`src/rtl/sa_sequencer_pkg.sv`:
```
// Shared systolic-array constants, the sequencer state encoding and a small helper.
// Used by the sequencer, the input feeder and the PE array so that all of them agree on N, DRAIN and the count width.
package sa_sequencer_pkg;

    localparam int N_DEF     = 8;
    localparam int DRAIN_DEF = 8;
    localparam int COUNT_W   = 5;

    typedef enum logic [2:0] {
        S_IDLE  = 3'd0,
        S_CLEAR = 3'd1,
        S_FEED  = 3'd2,
        S_DRAIN = 3'd3,
        S_READ  = 3'd4,
        S_DONE  = 3'd5
    } seq_state_t;

    function automatic int max_int(input int a, input int b);
        return (a > b) ? a : b;
    endfunction

endpackage

```
`src/rtl/sa_sequencer_if.sv`:
```
// Control bundle between the sequencer (master), the feeder/PE array and the result consumer (slave).
// The consumer applies back-pressure on readout through out_ready.
interface sa_sequencer_if
    import sa_sequencer_pkg::*;
#(
    parameter int N = N_DEF
);
    logic                 start;
    logic                 out_ready;
    logic [COUNT_W-1:0]   count;
    logic                 pe_clear;
    logic                 pe_en;
    logic [$clog2(N)-1:0] row_sel;
    logic                 out_valid;
    logic                 busy;
    logic                 done;

    modport master (
        input  start, out_ready,
        output count, pe_clear, pe_en, row_sel, out_valid, busy, done
    );

    modport slave (
        output start, out_ready,
        input  count, pe_clear, pe_en, row_sel, out_valid, busy, done
    );
endinterface

```
`src/rtl/sa_step_counter.sv`:
```
// Loadable up-counter with a combinational terminal-count flag (value == term).
// Load wins over increment; one cycle from load/increment to the new value.
module sa_step_counter #(
    parameter int W = 5
) (
    input  logic         clk,
    input  logic         rst_n,
    input  logic         load,
    input  logic         en,
    input  logic [W-1:0] load_val,
    input  logic [W-1:0] term,
    output logic [W-1:0] value,
    output logic         tc
);
    always_ff @(posedge clk) begin
        if (!rst_n) begin
            value <= '0;
        end else if (load) begin
            value <= load_val;
        end else if (en) begin
            value <= value + W'(1);
        end
    end

    assign tc = (value == term);
endmodule

```
`src/rtl/sa_sequencer.sv`:
```
// Systolic-array sequencer: CLEAR, FEED (2N-1), DRAIN, row readout, DONE; all outputs registered, one-cycle start latency.
// Readout stalls indefinitely while out_ready is low; start is ignored unless IDLE.
module sa_sequencer
    import sa_sequencer_pkg::*;
#(
    parameter int N     = N_DEF,
    parameter int DRAIN = DRAIN_DEF
) (
    input  logic            clk,
    input  logic            rst_n,
    sa_sequencer_if.master  bus
);
    localparam int RS_W   = $clog2(N);
    localparam int STEP_W = $clog2(max_int(2 * N - 1, DRAIN) + 1);

    localparam logic [RS_W-1:0]   LAST_ROW  = RS_W'(N - 1);
    localparam logic [STEP_W-1:0] FEED_TC   = STEP_W'(2 * N - 2);
    localparam logic [STEP_W-1:0] DRAIN_TC  = STEP_W'(DRAIN - 1);

    seq_state_t          state;
    logic [STEP_W-1:0]   step;
    logic [STEP_W-1:0]   step_term;
    logic                step_tc;
    logic                step_load;

    // Counter restarts from zero whenever it is not timing FEED/DRAIN, and on their last cycle.
    assign step_load = !(state inside {S_FEED, S_DRAIN}) || step_tc;

    always_comb begin
        step_term = FEED_TC;
        if (state == S_DRAIN) begin
            step_term = DRAIN_TC;
        end
    end

    sa_step_counter #(.W(STEP_W)) u_step (
        .clk      (clk),
        .rst_n    (rst_n),
        .load     (step_load),
        .en       (1'b1),
        .load_val ('0),
        .term     (step_term),
        .value    (step),
        .tc       (step_tc)
    );

    // Outputs are loaded with the values of the state being entered.
    always_ff @(posedge clk) begin
        if (!rst_n) begin
            state         <= S_IDLE;
            bus.count     <= '0;
            bus.pe_clear  <= 1'b0;
            bus.pe_en     <= 1'b0;
            bus.row_sel   <= '0;
            bus.out_valid <= 1'b0;
            bus.busy      <= 1'b0;
            bus.done      <= 1'b0;
        end else begin
            case (state)
                S_IDLE: begin
                    if (bus.start) begin
                        state        <= S_CLEAR;
                        bus.pe_clear <= 1'b1;
                        bus.busy     <= 1'b1;
                    end
                end
                S_CLEAR: begin
                    state        <= S_FEED;
                    bus.pe_clear <= 1'b0;
                    bus.pe_en    <= 1'b1;
                    bus.count    <= COUNT_W'(1);
                end
                S_FEED: begin
                    if (step_tc) begin
                        state     <= S_DRAIN;
                        bus.count <= '0;
                    end else begin
                        bus.count <= bus.count + COUNT_W'(1);
                    end
                end
                S_DRAIN: begin
                    if (step_tc) begin
                        state         <= S_READ;
                        bus.pe_en     <= 1'b0;
                        bus.out_valid <= 1'b1;
                        bus.row_sel   <= '0;
                    end
                end
                S_READ: begin
                    if (bus.out_ready) begin
                        if (bus.row_sel == LAST_ROW) begin
                            state         <= S_DONE;
                            bus.out_valid <= 1'b0;
                            bus.done      <= 1'b1;
                        end else begin
                            bus.row_sel <= bus.row_sel + RS_W'(1);
                        end
                    end
                end
                S_DONE: begin
                    state       <= S_IDLE;
                    bus.done    <= 1'b0;
                    bus.busy    <= 1'b0;
                    bus.row_sel <= '0;
                end
                default: begin
                    state <= S_IDLE;
                end
            endcase
        end
    end
endmodule
```
`src/flat_wrapper.sv`:
```
// flat-port wrapper written by rule: the top's interface ports become plain ports
module sa_sequencer_flat import sa_sequencer_pkg::*;
#(
    parameter int N     = N_DEF,
    parameter int DRAIN = DRAIN_DEF
)
  (clk, rst_n, bus_start, bus_out_ready, bus_count, bus_pe_clear, bus_pe_en, bus_row_sel, bus_out_valid, bus_busy, bus_done);
  sa_sequencer_if #(.N(N)) bus_i ();
  input  logic clk;
  input  logic rst_n;
  input wire logic [$bits(bus_i.start)-1:0] bus_start;
  input wire logic [$bits(bus_i.out_ready)-1:0] bus_out_ready;
  output wire logic [$bits(bus_i.count)-1:0] bus_count;
  output wire logic [$bits(bus_i.pe_clear)-1:0] bus_pe_clear;
  output wire logic [$bits(bus_i.pe_en)-1:0] bus_pe_en;
  output wire logic [$bits(bus_i.row_sel)-1:0] bus_row_sel;
  output wire logic [$bits(bus_i.out_valid)-1:0] bus_out_valid;
  output wire logic [$bits(bus_i.busy)-1:0] bus_busy;
  output wire logic [$bits(bus_i.done)-1:0] bus_done;
  assign bus_i.start = bus_start;
  assign bus_i.out_ready = bus_out_ready;
  assign bus_count = bus_i.count;
  assign bus_pe_clear = bus_i.pe_clear;
  assign bus_pe_en = bus_i.pe_en;
  assign bus_row_sel = bus_i.row_sel;
  assign bus_out_valid = bus_i.out_valid;
  assign bus_busy = bus_i.busy;
  assign bus_done = bus_i.done;
  sa_sequencer #(.N(N), .DRAIN(DRAIN)) u_core (.clk(clk), .rst_n(rst_n), .bus(bus_i));
endmodule
```
`config.mk`:
```
export PLATFORM = sky130hd
export DESIGN_NAME = sa_sequencer_flat
export DESIGN_NICKNAME = d
export VERILOG_FILES = /design/src/rtl/sa_sequencer_pkg.sv /design/src/rtl/sa_sequencer_if.sv /design/src/rtl/sa_step_counter.sv /design/src/rtl/sa_sequencer.sv /design/src/flat_wrapper.sv
export SDC_FILE = /design/constraint.sdc
export NUM_CORES = 1
export LEC_CHECK = 0
export CAP_MARGIN = 5
export CORE_ASPECT_RATIO = 1.75
export CORE_MARGIN = 2
export CORE_UTILIZATION = 35
export DETAILED_ROUTE_END_ITERATION = 7
export PLACE_DENSITY = 0.67
export SETUP_SLACK_MARGIN = 0.05
export SLEW_MARGIN = 20
export SYNTH_ARGS = -nofsm -noshare
export SYNTH_HDL_FRONTEND = slang
export SYNTH_SLANG_ARGS = --single-unit
```
`constraint.sdc`:
```
create_clock -name clk -period 2 [get_ports clk]
set_clock_uncertainty 0.1 [all_clocks]
set_input_delay 0.3 -clock clk [delete_from_list [all_inputs] [get_ports clk]]
set_output_delay 0.3 -clock clk [all_outputs]
set_load 0.1 [all_outputs]
```
* After elaboration in Yosys (flattened, before gate mapping)
Index checks and enable logic that the tools add are counted.
** Storage, ports and cells
- Bits in registers :: 20
- Word-level logic and storage cells :: 70
- Input bits :: 4
** Cells by class
- Equal/unequal tests :: 13
- Reduce and logical (&&, ||, !) cells :: 19
- Add/sub/neg operators :: 3
- Bitwise logic cells :: 1
- Multiplexer cells :: 25
** Operators with widths (number)
- two-way mux 3 bit :: 8
- one-hot mux 3 bit (5 select lines) :: 1
- nonzero test 2 bit :: 7
- one-hot mux 1 bit (2 select lines) :: 5
- one-hot mux 5 bit (2 select lines) :: 1
- equality test 3 bit (second input constant) :: 3
- one-hot mux 3 bit (3 select lines) :: 1
- AND reduction 4 bit :: 2
- two-way mux 1 bit :: 7
- equality test 3 x 2 -> 1 bit (second input constant) :: 2
- inequality test 2 x 1 -> 1 bit (second input constant) :: 3
- inequality test 2 bit (second input constant) :: 3
- AND reduction 2 bit :: 3
- adder 5 x 1 -> 5 bit (second input constant) :: 1
- two-way mux 5 bit :: 1
- AND reduction 5 bit :: 1
- adder 4 x 1 -> 4 bit (second input constant) :: 1
- equality test 4 bit :: 1
- two-way mux 4 bit :: 1
- adder 3 x 1 -> 3 bit (second input constant) :: 1
- equality test 3 x 1 -> 1 bit (second input constant) :: 1
- zero test 3 bit :: 1
- AND reduction 3 bit :: 1
- nonzero test 3 bit :: 1
- 4 further kinds :: 4

* Logic depth before layout (Yosys ltp)
Gate-level depths: netlist of the first run.
- Depth after elaboration :: 5
- Gate-level depth with buffers :: 5
- Gate-level depth less buffers :: 5

* Cells and area by module
A second synthesis of the first run with hierarchy kept.
** Second synthesis, totals
- Cells, all modules :: 121
- Area total of the unflattened synthesis :: 1049.8 um2
** Modules (own cells, without submodules)
- sa_sequencer :: area each 815.8 um2, cells an instance 94, instances 1, seq. area each 320.3 um2
- sa_step_counter :: area each 234.0 um2, cells an instance 27, instances 1, seq. area each 80.1 um2

* Least setup slack after synthesis of the first run
No wires, ideal clock.
- Kind :: reg-to-reg
- Start point :: reg u_core.bus.row_sel[0]
- End point :: reg u_core.bus.row_sel[0]
- Stages on the path, launching flop included :: 6
- Arrival :: 1.892 ns
- Buffers on the path :: 0
- Setup slack :: -0.084 ns
- Required time :: 1.807 ns
- Cell sequence :: dfxtp_1 -> ha_1 -> ha_1 -> nand2b_1 -> a21boi_0 -> o32ai_1
** On the way
- Cells in the longest elaborated chain, start to end :: 4
- Elaborated cells on any way between the ends :: 7
** RTL lines
- from (decl) :: RTL line sa_sequencer_if.sv:20 : output count, pe_clear, pe_en, row_sel, out_valid, busy, done
- from (signal assigned) :: RTL line sa_sequencer.sv:96 : bus.row_sel <= bus.row_sel + RS_W'(1);
- adder 3 x 1 -> 3 bit :: RTL line sa_sequencer.sv:96
- two-way mux 3 bit :: RTL line sa_sequencer.sv:91 : if (bus.row_sel == LAST_ROW) begin
- two-way mux 3 bit :: RTL line sa_sequencer.sv:90 : if (bus.out_ready) begin
- one-hot mux 3 bit (3 select lines) :: RTL line sa_sequencer.sv:59 : case (state)
Parallel ways exist; a longest one is shown, timed or not. The select of a mux whose other input is x is not followed.
A chain may end at the register's enable or synchronous reset.

* Final worst setup path of the first run
Same ends and word-level chain as after synthesis.

==> results.tsv, run 1 <==
stage	metric	value	unit
power	total power	0.852	mW
timing	setup violators final	0	
logic_synthesis	Syn Inst Count	113	
clock_network	Root Driver	clkbuf_8	
logic_synthesis	sequential fraction of the synthesis area	38.0	%
power	leakage	0.483	nW
logic_synthesis	mapped cell area	1050	um2
clock_network	clk sinks	20	
run	max-cap check violation count	0	
critical_path	startpoint type of the worst setup path	flip-flop	
detailed_routing	DR vias	910	
floorplan	Die ar.	3480	um2
critical_path	cell family with most CP delay	compound AO/OA/AOI/OAI gates	
critical_path	Worst path max stage delay	420	ps
detailed_routing	Initial DRC Count	13	
critical_path	Crit-path slowest cell	a21boi_0	
final_layout	fill count	281	
clock_network	CTS tree	built	
detailed_routing	Avg WL per Cell	14.4	um
floorplan	Core Area	2900	um2
timing	slew margin rel.	60.1	%
timing	RSZ-0062 raised after global routing	no	
timing	Least-Margin Pin Slew	598	ps
detailed_routing	drt total wl	2230	um
logic_synthesis	post-synth net total	121	
critical_path	crit path DAT	1750	ps
global_route	GR Util All Layers	14.4	%
timing	FMAX	579	MHz
detailed_routing	Pre-antenna DRT Iters	4	
clock_network	Worst-path clk slew	70	ps
critical_path	Critical Path Sink Type	flip-flop	
timing	Final Cycle Share	86.3	%
final_layout	nets@finish	137	
clock_network	hold buffers post-CTS	0	
clock_network	number of gates resized after CTS	0	
clock_network	total CTS buffers	3	
clock_network	clock latency on the worst-skew pair	250	ps
final_layout	layout cells sized above 1	22.0	%
timing	Max Slew Vio Count	0	
worst_hold_path	hold path startpoint	u_core.bus.row_sel[0]$_SDFFE_PN0P_	
place	Port Buffer Count	16	
global_route	largest net degree at the start of global routing	19	
final_layout	n_diodes	0	
timing	endpoints failing hold	0	
place	RD Place Congestion	0.753	
place	HPWL Detailed	1680	um
critical_path	worst path bufs/invs	0	
critical_path	required time worst endpoint	2020	ps
clock_network	CTS H-tree depth	1	
logic_synthesis	post-synthesis register bit count	20	
floorplan	I/O Pins	17	
detailed_routing	Post-DRT Antenna Nets	0	
timing	TNS Setup	0	ps
final_layout	P&R area growth vs syn	18.5	%
status	run status	completed	
critical_path	top fanout value on the critical path	5	
critical_path	crit path from	u_core.bus.row_sel[0]$_SDFFE_PN0P_	
global_route	antenna violations before repair	0	
critical_path	RR Startpoint	u_core.bus.row_sel[0]$_SDFFE_PN0P_	
critical_path	Most Frequent Cell on Critical Path	ha_1	
global_route	global-route wire length before repair	3860	um
clock_network	clk buf depth	2	
power	pwr/cell area	682	nW/um2
floorplan	Die Wd	45.5	um
detailed_routing	drc violations	0	
power	Max VDD drop	0.464	mV
global_route	vias in the first global route	887	
timing	clock period minus worst slack	1730	ps
worst_hold_path	Min-Delay Path Class	flip-flop to flip-flop	
detailed_routing	via density per instance	5.87	
logic_synthesis	Synth warnings	0	
floorplan	die height	76.6	um
clock_network	Setup Buffers After CTS	0	
logic_synthesis	Syn Area/Cell	9.32	um2
floorplan	Site Rows	26	
global_route	total gr overflow	0	
critical_path	Worst Path Class, Setup	flip-flop to flip-flop	
final_layout	Final Instance Area	1250	um2
place	dpl cell area	1210	um2
floorplan	initial core utilization	36.4	%
critical_path	crit path cell chain	ha_1 > ha_1 > nand2b_1 > a21boi_0 > o32ai_1	
logic_synthesis	Distinct cells, synth	41	
-- power breakdown --
group          internal [mW]  leakage, nW  total (mW)  switching (mW)
sequential             0.413        0.164       0.439          0.0255
clock                  0.134       0.0216       0.256           0.122
combinational         0.0457        0.296       0.158           0.112
-- cell families (layout without fill, tap and decap cells) --
logic type / Yosys count / after routing / synth area share (%)
compound gates: 30 / 30 / 21.4
xor+xnor: 2 / 2 / 1.66
fa+ha+maj: 4 / 4 / 4.75
buf+inv: 10 / 24 / 4.63
flops: 20 / 20 / 38.0
simple gates: 47 / 47 / 29.6
-- cell usage in the layout, fill, tap and decap left out, types with 2 or more instances in the layout --
cell / netlist / layout
dfxtp_1: 20 / 16
nor3b_1: 4 / 4
o21a_1: 3 / 3
nor4_1: 3 / 3
dfxtp_2: 0 / 4
inv_1: 4 / 4
nand2_1: 5 / 5
nor2b_1: 4 / 4
clkbuf_8: 0 / 3
ha_1: 4 / 4
nand4_1: 2 / 2
o32ai_1: 2 / 2
a211oi_1: 2 / 2
nor3_1: 3 / 3
a2111oi_2: 2 / 2
a31oi_1: 5 / 5
nand2b_1: 2 / 2
a221o_1: 3 / 3
a21oi_1: 4 / 4
o21ai_0: 4 / 4
nand4b_1: 3 / 3
and2b_1: 2 / 2
o31ai_1: 2 / 2
nand3_1: 3 / 3
clkdlybuf4s50_1: 0 / 3
nor2_1: 5 / 5
buf_4: 2 / 13
xnor2_1: 2 / 2
-- metal layers --
metal  global-route usage, %  part of all wire, %  up-vias
li1                        -                    -      460
met3                    3.08                  3.9        8
met1                    16.0                   41      423
met2                    23.5                   51       19
met4                    8.24                  3.4        0
met5                       0                    0        -
-- registers in the layout, indices dropped and copies added (netlist names) --
| signal | cells |
|---|---|
| u_core.bus.busy | 1 |
| u_core.bus.count | 5 |
| u_core.bus.done | 1 |
| u_core.bus.out_valid | 1 |
| u_core.bus.pe_clear | 1 |
| u_core.bus.pe_en | 1 |
| u_core.bus.row_sel | 3 |
| u_core.state | 3 |
| u_core.u_step.value | 4 |
-- area by class of cell --
type / count / area [um2] / area share [%]
clock buffer: 3 / 41.3 / 3.31
inverter: 4 / 15.0 / 1.20
multi-input combinational: 83 / 604 / 48.4
sequential: 20 / 405 / 32.5
tap: 28 / 35.0 / 2.81
timing repair buffer: 17 / 148 / 11.8
-- cell usage after synthesis, drive strengths merged --
cell / count / area [um2]
a211oi: 2 / 15.0
nand4: 2 / 12.5
and2b: 2 / 15.0
a21oi: 4 / 20.0
a221o: 3 / 30.0
nor3: 5 / 41.3
clkbuf: 1 / 3.75
dfxtp: 20 / 400
nor4: 3 / 18.8
buf: 5 / 30.0
a31oi: 5 / 31.3
and3b: 1 / 8.76
o21a: 3 / 22.5
and4b: 1 / 11.3
or2b: 1 / 7.51
nand3b: 2 / 18.8
nor2b: 4 / 25.0
nor2: 5 / 18.8
or3b: 1 / 8.76
and2: 1 / 6.26
ha: 4 / 50.1
o21bai: 1 / 7.51
xnor2: 2 / 17.5
inv: 4 / 15.0
a41oi: 1 / 8.76
o31ai: 2 / 15.0
o21ai: 4 / 20.0
nand2b: 2 / 12.5
o32ai: 2 / 17.5
nor3b: 4 / 30.0
or4b: 1 / 10.0
nand3: 3 / 15.0
nand4b: 3 / 26.3
a2111oi: 2 / 30.0
nand2: 6 / 25.0
a21boi: 1 / 7.51
-- final timing paths --
| path | end | slack (ps) | cells after the start |
|---|---|---|---|
| max | u_core.bus.row_sel[0]$_SDFFE_PN0P_ | 270 | 5 |
| min | u_core.bus.row_sel[0]$_SDFFE_PN0P_ | 370 | 1 |
| max reg2reg | u_core.bus.row_sel[0]$_SDFFE_PN0P_ | 270 | 5 |
| min reg2reg | u_core.bus.row_sel[0]$_SDFFE_PN0P_ | 370 | 1 |
-- per-stage QoR --
step | hold slack, ps | utilization [%] | instances | setup slack, ps
2_1_floorplan | 384 | - | 113 | 58.2
4_1_cts | 370 | 43.1 | 155 | 262
6_report | 367 | 43.1 | 155 | 274
3_3_place_gp | 357 | 41.7 | 152 | 220
3_5_place_dp | 354 | 41.7 | 152 | 156
5_1_grt | 388 | 43.1 | 155 | 171
No activity file was read; power rests on OpenSTA's default activity.
==> run 2, diff against run 1 <==
Settings changed: CORE_ASPECT_RATIO 1.75 to unset, CORE_UTILIZATION 35 to 51, PLACE_DENSITY 0.67 to 0.88.
==> run 2 against run 1 <==
Compared with the run above:
- clock power decreased by 27%
- global-route usage rose by 5.4 points
- first-iteration DRC count is 23% higher
- sequential share of layout area increased by 0.73 points
- core utilization is 19 points higher
- cell area decreased by 2.2%
- routed wire length down 4.1%
==> results.tsv, run 2 (synthesis gave the netlist of run 1 again) <==
stage	metric	value	unit	change
critical_path	required time worst endpoint	2080	ps	was 2020 ps
clock_network	total CTS buffers	3		unchanged
detailed_routing	drc violations	0		unchanged
final_layout	most common cell after layout, fill and taps aside	dfxtp_1		unchanged
timing	Final Cycle Share	83.8	%	was 86.3%
detailed_routing	via density per instance	6.00		was 5.87
clock_network	CTS H-tree depth	1		unchanged
critical_path	startpoint type of the worst setup path	flip-flop		unchanged
critical_path	worst path bufs/invs	0		unchanged
status	run status	completed		unchanged
timing	slew margin rel.	60.4	%	was 60.1%
floorplan	Site Rows	16		was 26
critical_path	Crit-path slowest cell	a21boi_0		unchanged
global_route	largest net degree at the start of global routing	19		unchanged
timing	Max Slew Vio Count	0		unchanged
critical_path	Most Frequent Cell on Critical Path	ha_1		unchanged
timing	TNS Setup	0	ps	unchanged
detailed_routing	Initial DRC Count	16		was 13
clock_network	clk buf depth	2		unchanged
final_layout	nets@finish	136		was 137
final_layout	layout cells sized above 1	21.4	%	was 22.0%
global_route	total gr overflow	0		unchanged
global_route	vias in the first global route	842		was 887
clock_network	Worst-path clk slew	100	ps	was 70 ps
clock_network	clock latency on the worst-skew pair	300	ps	was 250 ps
floorplan	Die Wd	49.5	um	was 45.5 um
final_layout	n_diodes	0		unchanged
power	total power	0.784	mW	was 0.852 mW
final_layout	fill count	183		was 281
worst_hold_path	Min-Delay Path Class	flip-flop to flip-flop		unchanged
detailed_routing	Pre-antenna DRT Iters	4		unchanged
floorplan	die height	49.5	um	was 76.6 um
floorplan	Die ar.	2450	um2	was 3480 um2
floorplan	Core Area	1960	um2	was 2900 um2
detailed_routing	Post-DRT Antenna Nets	0		unchanged
power	Max VDD drop	0.474	mV	was 0.464 mV
critical_path	Critical Path Sink Type	flip-flop		unchanged
power	pwr/cell area	642	nW/um2	was 682 nW/um2
floorplan	initial core utilization	53.7	%	was 36.4%
final_layout	top flop regs	u_core.bus.count (5), u_core.u_step.value (4)		unchanged
clock_network	hold buffers post-CTS	0		unchanged
global_route	global-route wire length before repair	3700	um	was 3860 um
clock_network	clk sinks	20		unchanged
critical_path	Worst path max stage delay	370	ps	was 420 ps
final_layout	P&R area growth vs syn	15.9	%	was 18.5%
clock_network	Setup Buffers After CTS	0		unchanged
clock_network	Root Driver	clkbuf_4		was clkbuf_8
power	leakage	0.469	nW	was 0.483 nW
detailed_routing	Avg WL per Cell	14.0	um	was 14.4 um
place	RD Place Congestion	0.786		was 0.753
clock_network	number of gates resized after CTS	0		unchanged
global_route	GR Util All Layers	19.7	%	was 14.4%
final_layout	register bank with the most flops	u_core.bus.count		unchanged
critical_path	crit path from	u_core.bus.row_sel[0]$_SDFFE_PN0P_		unchanged
timing	RSZ-0062 raised after global routing	no		unchanged
timing	PnR worst setup slack	325	ps	was 274 ps
run	max-cap check violation count	0		unchanged
place	HPWL Detailed	1530	um	was 1680 um
detailed_routing	drt total wl	2140	um	was 2230 um
clock_network	CTS tree	built		unchanged
critical_path	cell family with most CP delay	compound AO/OA/AOI/OAI gates		unchanged
final_layout	Final Core Density	62.2	%	was 43.1%
timing	Least-Margin Pin Slew	593	ps	was 598 ps
final_layout	max FFs per register	5		unchanged
timing	clock period minus worst slack	1680	ps	was 1730 ps
critical_path	crit path cell chain	ha_1 > ha_1 > nand2b_1 > a21boi_0 > o32ai_1		unchanged
critical_path	top fanout value on the critical path	5		unchanged
timing	endpoints failing hold	0		unchanged
worst_hold_path	hold path startpoint	u_core.bus.row_sel[0]$_SDFFE_PN0P_		unchanged
place	pre-CTS WS	176	ps	was 156 ps
timing	FMAX	597	MHz	was 579 MHz
timing	setup violators final	0		unchanged
critical_path	RR Startpoint	u_core.bus.row_sel[0]$_SDFFE_PN0P_		unchanged
final_layout	most frequent cells in the layout	dfxtp_1, buf_4, nor2_1, a31oi_1, nand2_1		unchanged
floorplan	I/O Pins	17		unchanged
global_route	antenna violations before repair	0		unchanged
detailed_routing	DR vias	918		was 910
place	Port Buffer Count	16		unchanged
critical_path	Worst Path Class, Setup	flip-flop to flip-flop		unchanged
critical_path	crit path DAT	1760	ps	was 1750 ps
## run 2: stage by stage
stage          cells  hold WS (ps)  area (um2)
2_1_floorplan    113           384        1060
3_3_place_gp     150           351        1200
3_5_place_dp     150           357        1200
4_1_cts          153           377        1220
5_1_grt          153           390        1220
6_report         153           374        1220
## run 2: final timing paths
| path | endpoint | slack (ps) | depth (start not counted) |
|---|---|---|---|
| worst min register to register | u_core.bus.row_sel[0]$_SDFFE_PN0P_ | 370 | 1 |
| worst min-delay path | u_core.bus.row_sel[0]$_SDFFE_PN0P_ | 370 | 1 |
| worst max-delay path | u_core.bus.row_sel[0]$_SDFFE_PN0P_ | 320 | 5 |
| worst max register to register | u_core.bus.row_sel[0]$_SDFFE_PN0P_ | 320 | 5 |
## run 2: layer usage
layer | wire (um) | global-route usage [%] | vias to the layer above
met3 | 83 | 3.94 | 5
met5 | 0 | 0 | -
met2 | 999 | 30.6 | 15
met4 | 48 | 11.1 | 0
met1 | 1010 | 25.5 | 440
li1 | - | - | 458
## run 2: worst reg2reg max path: cells and delay by family (launching register included)
family / cells / cell delay [ps]
fa+ha+maj: 2 / 430
compound gates: 2 / 520
simple gates: 1 / 160
flops: 1 / 350
## run 2: layout make-up
class	count	area [um2]	share of cell area (%)
multi-input cells	83	604	49.5
inverters	4	15.0	1.23
well taps	27	33.8	2.77
flip-flops and latches	20	405	33.2
clock buffers	3	22.5	1.84
repair buffers	16	140	11.5
## run 2: power breakdown
part | total [mW] | switching [mW] | internal [mW]
registers | 0.438 | 0.0253 | 0.413
logic | 0.158 | 0.112 | 0.0457
clock network | 0.188 | 0.118 | 0.0703
total | 0.784 | 0.255 | 0.529
